===== config.mk =====
export PLATFORM = sky130hd
export DESIGN_NAME = spi_master_ctrl
export DESIGN_NICKNAME = d
export VERILOG_FILES = /design/src/rtl/spi_master_pkg.sv /design/src/rtl/spi_master_shifter.sv /design/src/rtl/spi_master_ctrl.sv
export SDC_FILE = /design/constraint.sdc
export NUM_CORES = 1
export LEC_CHECK = 0
export BUFFER_PORTS_ARGS = -buffer_cell sky130_fd_sc_hd__buf_2
export CAP_MARGIN = 25
export CORE_MARGIN = 2
export CORE_UTILIZATION = 40
export CTS_BUF_LIST = sky130_fd_sc_hd__clkbuf_8
export CTS_CLUSTER_DIAMETER = 40
export DETAILED_ROUTE_END_ITERATION = 7
export GPL_TIMING_DRIVEN = 0
export PLACE_DENSITY = 0.67
export SLEW_MARGIN = 20
export SYNTH_ARGS = -nofsm -noshare
export SYNTH_HDL_FRONTEND = slang
export SYNTH_HIERARCHICAL = 1
export SYNTH_SLANG_ARGS = --single-unit

===== constraint.sdc =====
create_clock -name clk -period 1.65 [get_ports clk]
set_input_delay 0.33 -clock clk [delete_from_list [all_inputs] [get_ports clk]]
set_output_delay 0.33 -clock clk [all_outputs]
set_load 0.1 [all_outputs]

===== src/rtl/spi_master_pkg.sv =====
// Shared types and constants for the SPI master controller.
package spi_master_pkg;

  localparam int CMD_W  = 10;
  localparam int DATA_W = 8;
  localparam int CNT_W  = 4;

  localparam logic [1:0] OP_WR_ADDR = 2'b00;
  localparam logic [1:0] OP_WR_DATA = 2'b01;
  localparam logic [1:0] OP_RD_ADDR = 2'b10;
  localparam logic [1:0] OP_RD_DATA = 2'b11;

  typedef enum logic [2:0] {IDLE, LEAD, SHIFT, TURN, RECV, GAP} state_e;

endpackage


===== src/rtl/spi_master_shifter.sv =====
// MSB-first TX shift register (parallel load) and RX capture shifter.
module spi_master_shifter
  import spi_master_pkg::*;
(
  input  logic              clk,
  input  logic              rst_n,
  input  logic              load,
  input  logic [CMD_W-1:0]  load_data,
  input  logic              shift_en,
  input  logic              cap_en,
  input  logic              miso,
  output logic              tx_msb,
  output logic              tx_next,
  output logic [DATA_W-1:0] rx_next
);

  logic [CMD_W-1:0]  tx_sh;
  // only the seven earlier bits are stored; the newest bit comes straight from miso
  logic [DATA_W-2:0] rx_sh;

  assign tx_msb  = tx_sh[CMD_W-1];
  assign tx_next = tx_sh[CMD_W-2];
  assign rx_next = {rx_sh, miso};

  always_ff @(posedge clk or negedge rst_n) begin
    if (!rst_n) begin
      tx_sh <= '0;
      rx_sh <= '0;
    end else begin
      if (load)          tx_sh <= load_data;
      else if (shift_en) tx_sh <= {tx_sh[CMD_W-2:0], 1'b0};
      if (load)          rx_sh <= '0;
      else if (cap_en)   rx_sh <= rx_next[DATA_W-2:0];
    end
  end

endmodule


===== src/rtl/spi_master_ctrl.sv =====
// SPI master: turns 10-bit RAM commands into SS_n/MOSI frames, reads 8 bits on MISO.
// Optional SPIM_FRAME_CNT_EN adds a 16-bit completed-frame counter output.
module spi_master_ctrl
  import spi_master_pkg::*;
#(
  parameter int unsigned LEAD_CYCLES = 1,
  parameter int unsigned TURN_CYCLES = 2,
  parameter int unsigned GAP_CYCLES  = 1
) (
  input  logic              clk,
  input  logic              rst_n,
  input  logic              cmd_valid,
  output logic              cmd_ready,
  input  logic [CMD_W-1:0]  cmd_data,
  output logic              rsp_valid,
  output logic [DATA_W-1:0] rsp_data,
  output logic              busy,
  output logic              MOSI,
  output logic              SS_n,
  input  logic              MISO
`ifdef SPIM_FRAME_CNT_EN
  , output logic [15:0]     frame_cnt
`endif
);

  localparam logic [CNT_W-1:0] LEAD_LD  = CNT_W'(LEAD_CYCLES - 1);
  localparam logic [CNT_W-1:0] SHIFT_LD = CNT_W'(CMD_W - 1);
  localparam logic [CNT_W-1:0] TURN_LD  = CNT_W'(TURN_CYCLES - 1);
  localparam logic [CNT_W-1:0] RECV_LD  = CNT_W'(DATA_W - 1);
  localparam logic [CNT_W-1:0] GAP_LD   = CNT_W'(GAP_CYCLES - 1);

  state_e             state_q, state_d;
  logic [CNT_W-1:0]   cnt_q, cnt_d;
  logic               rd_q, rd_d;
  logic               mosi_d, rsp_valid_d;
  logic               load, shift_en, cap_en;
  logic               tx_msb, tx_next;
  logic [DATA_W-1:0]  rx_next;

  spi_master_shifter u_shifter (
    .clk       (clk),
    .rst_n     (rst_n),
    .load      (load),
    .load_data (cmd_data),
    .shift_en  (shift_en),
    .cap_en    (cap_en),
    .miso      (MISO),
    .tx_msb    (tx_msb),
    .tx_next   (tx_next),
    .rx_next   (rx_next)
  );

  // cnt counts down the remaining cycles of the current state; 0 means last cycle
  always_comb begin
    state_d     = state_q;
    cnt_d       = cnt_q;
    rd_d        = rd_q;
    mosi_d      = 1'b0;
    rsp_valid_d = 1'b0;
    load        = 1'b0;
    shift_en    = 1'b0;
    cap_en      = 1'b0;
    unique case (state_q)
      IDLE: if (cmd_valid && cmd_ready) begin
        load    = 1'b1;
        rd_d    = (cmd_data[CMD_W-1 -: 2] == OP_RD_DATA);
        mosi_d  = cmd_data[CMD_W-1];
        state_d = LEAD;
        cnt_d   = LEAD_LD;
      end
      LEAD: begin
        mosi_d = tx_msb;
        if (cnt_q == '0) begin
          state_d = SHIFT;
          cnt_d   = SHIFT_LD;
        end else cnt_d = cnt_q - 1'b1;
      end
      SHIFT: begin
        if (cnt_q == '0) begin
          if (!rd_q) begin
            state_d = GAP;
            cnt_d   = GAP_LD;
          end else if (TURN_CYCLES == 0) begin
            state_d = RECV;
            cnt_d   = RECV_LD;
          end else begin
            state_d = TURN;
            cnt_d   = TURN_LD;
          end
        end else begin
          shift_en = 1'b1;
          mosi_d   = tx_next;
          cnt_d    = cnt_q - 1'b1;
        end
      end
      TURN: begin
        if (cnt_q == '0) begin
          state_d = RECV;
          cnt_d   = RECV_LD;
        end else cnt_d = cnt_q - 1'b1;
      end
      RECV: begin
        cap_en = 1'b1;
        if (cnt_q == '0) begin
          rsp_valid_d = 1'b1;
          state_d     = GAP;
          cnt_d       = GAP_LD;
        end else cnt_d = cnt_q - 1'b1;
      end
      GAP: begin
        if (cnt_q == '0) state_d = IDLE;
        else             cnt_d   = cnt_q - 1'b1;
      end
      default: state_d = IDLE;
    endcase
  end

  // every pin is registered from the next state, so it changes on the entry edge
  always_ff @(posedge clk or negedge rst_n) begin
    if (!rst_n) begin
      state_q   <= IDLE;
      cnt_q     <= '0;
      rd_q      <= 1'b0;
      SS_n      <= 1'b1;
      MOSI      <= 1'b0;
      cmd_ready <= 1'b1;
      busy      <= 1'b0;
      rsp_valid <= 1'b0;
      rsp_data  <= '0;
    end else begin
      state_q   <= state_d;
      cnt_q     <= cnt_d;
      rd_q      <= rd_d;
      SS_n      <= !(state_d inside {LEAD, SHIFT, TURN, RECV});
      MOSI      <= mosi_d;
      cmd_ready <= (state_d == IDLE);
      busy      <= (state_d != IDLE);
      rsp_valid <= rsp_valid_d;
      if (rsp_valid_d) rsp_data <= rx_next;
    end
  end

`ifdef SPIM_FRAME_CNT_EN
  always_ff @(posedge clk or negedge rst_n) begin
    if (!rst_n)                                   frame_cnt <= '0;
    else if (state_d == GAP && state_q != GAP)    frame_cnt <= frame_cnt + 16'd1;
  end
`endif

endmodule


==> flow_metrics.tcl <==
set metrics [dict create \
    cts-buffers-inserted 5 \
    ios 27 \
    critical_path.max_stage_delay_ns 0.47 \
    clock_path_buffers 2 \
    skew_ns 0.00418 \
    critPathTopFamily "buffers and inverters" \
    syn_area_per_cell_um2 10.9 \
    antenna_found_initial 0 \
    end_kind "register" \
    rsz0062_at_grt "true" \
    core_mm2 0.00466 \
    n_antenna_cell 0 \
    synth_seq_area_share_pct 49.6 \
    dpl_cell_area_mm2 0.00214 \
    die_h_um 73.3 \
    relSlewSlack_pct 45.2 \
    synth-main-ff-cell "dfrtp_1" \
    drc 0 \
    vias_per_cell 5.37 \
    clock_latency_ns 0.28 \
    die_x_um 73.3 \
    postSynthCellCount 177 \
    arrival_ns 1.93 \
    hpwl_mm 2.56 \
    crit_fanout 10 \
    grt_max_degree 39 \
    clock-sinks 38 \
    dp_slack_ns -0.260 \
    first_global_vias 1426 \
    async_flop_share_pct 100 \
    syn_to_final_growth_pct 29.6 \
    gp_congestion 0.825 \
    worst_slack_ns -0.117 \
    final.period_utilization_pct 107 \
    cts_root_buf "clkbuf_8" \
    initial_utilization_pct 41.2 \
    nets 240 \
    tritoncts "yes" \
    overflow 0 \
    crit_chain "buf_2 -> nor2_1 -> buf_4 -> mux2i_1 -> nor2_1" \
    cp_slowest_cell "dfrtp_1" \
    finalMaxSlewViolations 0 \
    synth-seq-cells 38 \
    synth_area_mm2 0.00192 \
    crit_path_start_kind "register" \
    violations "negative setup slack" \
    num_vias 1492 \
    drive_above_1_share_pct 39.7 \
    port_buffers 26 \
    wl_per_cell_um 14.5 \
    final_cell_area_mm2 0.00249 \
    rrSetupSlack_ns -0.12 \
    setup_viol 16 \
    num_rows 25 \
    dieArea_mm2 0.00537 \
    worst-setup-path-type "register to register" \
    finalHoldViolations 0 \
    fmax_mhz 566 \
    grt_pass1_wl_mm 6.58 \
    ant_nets 0 \
    worst_hold_path_type "input port to async pin" \
    drt_wl_total_mm 4.04 \
    max-cap-violations 0 \
    synth_edf_count 0 \
    syn_nets 194 \
    grt_usage_pct 16.0 \
    period_minus_slack_ns 1.77 \
    dr.pass1.iters 4 \
    clkTransAtPathRegs_ns 0.07 \
    htree_levels 2 \
    crit_path_frequent_cell "nor2_1" \
    yosysUniqueCellTypes 45 \
    tightest_slew_ns 0.822 \
    yosysWarnings 6 \
    drt_iter0_drc 97 \
    worstPathRequired_ns 1.82 \
    status "finished, violations left" \
    path_buf_inv 2 \
]
## layer usage
metal	vias up	GRT usage, %	share of wire, %	routed length (um)
li1	724	-	-	-
met1	733	22.5	46	1880
met2	30	24.5	49	1980
met3	5	3.98	3.7	148
met4	0	5.05	0.92	37
met5	-	0	0	0
## cell usage in the layout, fill, tap and decap left out, drive strengths merged, types with 2 or more instances in the layout
cell,instances
o21ai,17
mux2,8
clkbuf,7
nor3,2
or3b,2
o311ai,2
nor4,2
mux2i,17
inv,8
nor2b,3
dfstp,2
a22o,2
nor3b,2
dfrtp,36
nor2,16
nand2b,4
o31ai,3
nand2,15
a21oi,4
nand3,3
buf,49
ha,3
a22oi,2
## worst reg2reg max path: cells and delay by family (launching register included)
| family | cells | cell delay, ns |
|---|---|---|
| multiplexers | 1 | 0.23 |
| buffers and inverters | 2 | 0.51 |
| AND/OR/NAND/NOR | 2 | 0.45 |
| flip-flops | 1 | 0.47 |
## kinds of logic (layout without fill, tap and decap cells)
| logic type | count (synthesis) | in the layout | share of synthesized area (%) |
|---|---|---|---|
| adders and majority gates | 3 | 3 | 1.95 |
| DFF | 38 | 38 | 49.6 |
| AOI/OAI and AO/OA | 39 | 39 | 13.5 |
| xor gates and xnor gates | 2 | 2 | 0.912 |
| muxes | 25 | 25 | 13.5 |
| and+or+nand+nor | 53 | 53 | 14.7 |
| buffers and inverters | 17 | 64 | 5.80 |
## registers in the layout (all words and copies together), names as in the netlist
signal and cells:
MOSI 1, SS_n 1, busy 1, cmd_ready 1
cnt_q 4, rd_q 1, rsp_data 8, rsp_valid 1
state_q 3, u_shifter/rx_sh 7, u_shifter/tx_sh 10
## path summary, 6_finish.rpt
check	start	end	cells past startpoint
min reg2reg	rsp_data[0]	rsp_data[0]	1
max	state_q[0]	u_shifter/rx_sh[4]	5
min	rst_n	rsp_data[1]	1
max in group asynchronous	rst_n	state_q[2]	1
max reg2reg	state_q[0]	u_shifter/rx_sh[4]	5
min in group clk	cmd_data[0]	u_shifter/tx_sh[0]	3
## through the flow
step | util [%] | std cells | setup TNS [ns] | hold slack, ns
after floorplan | - | 177 | -0.0163 | 0.0344
after global placement | 45.9 | 257 | -3.84 | 0.469
after detailed placement | 45.9 | 257 | -4.37 | 0.475
after CTS | 50.9 | 273 | -0.757 | 0.171
after global routing | 53.4 | 278 | -3.02 | 0.197
final | 53.4 | 278 | -0.715 | 0.138
## cell usage after synthesis, types with 2 or more instances
cell / n / area [um2]
nor3_1: 2 / 10.0
mux2i_1: 17 / 170
ha_1: 3 / 37.5
o21ai_1: 10 / 50.1
buf_4: 4 / 30.0
nand3_1: 3 / 15.0
a21oi_1: 4 / 20.0
o311ai_0: 2 / 17.5
nand2_1: 15 / 56.3
mux2_1: 3 / 33.8
a22o_1: 2 / 17.5
nand2b_1: 3 / 18.8
inv_1: 6 / 22.5
nor2_1: 16 / 60.1
dfrtp_1: 36 / 901
o31ai_1: 3 / 22.5
o21ai_0: 7 / 35.0
nor2b_1: 3 / 18.8
dfstp_2: 2 / 52.6
a22oi_1: 2 / 15.0
buf_6: 4 / 45.0
mux2_2: 5 / 56.3
nor4_1: 2 / 12.5
buf_2: 2 / 10.0
## timing repair
item                       CTS  global route
pin swaps                    6             6
setup buffers                7             5
setup endpoints to repair   33            32
resized for setup           21            15
gates cloned                 1             0
hold buffers                 0             0
## cell type report
type                    instances  area (um2)
fillers                       393        2170
well taps                      54        67.6
plain buffers                  11         104
multi-input cells             122        1010
inverters                       6        22.5
clock buffers                   6        82.6
repair buffers                 39         234
clock inverters                 2        7.51
flip-flops and latches         38         960
Power is not shown: default switching activity piles up to over one toggle a cycle in this logic, so the estimate is an artifact.
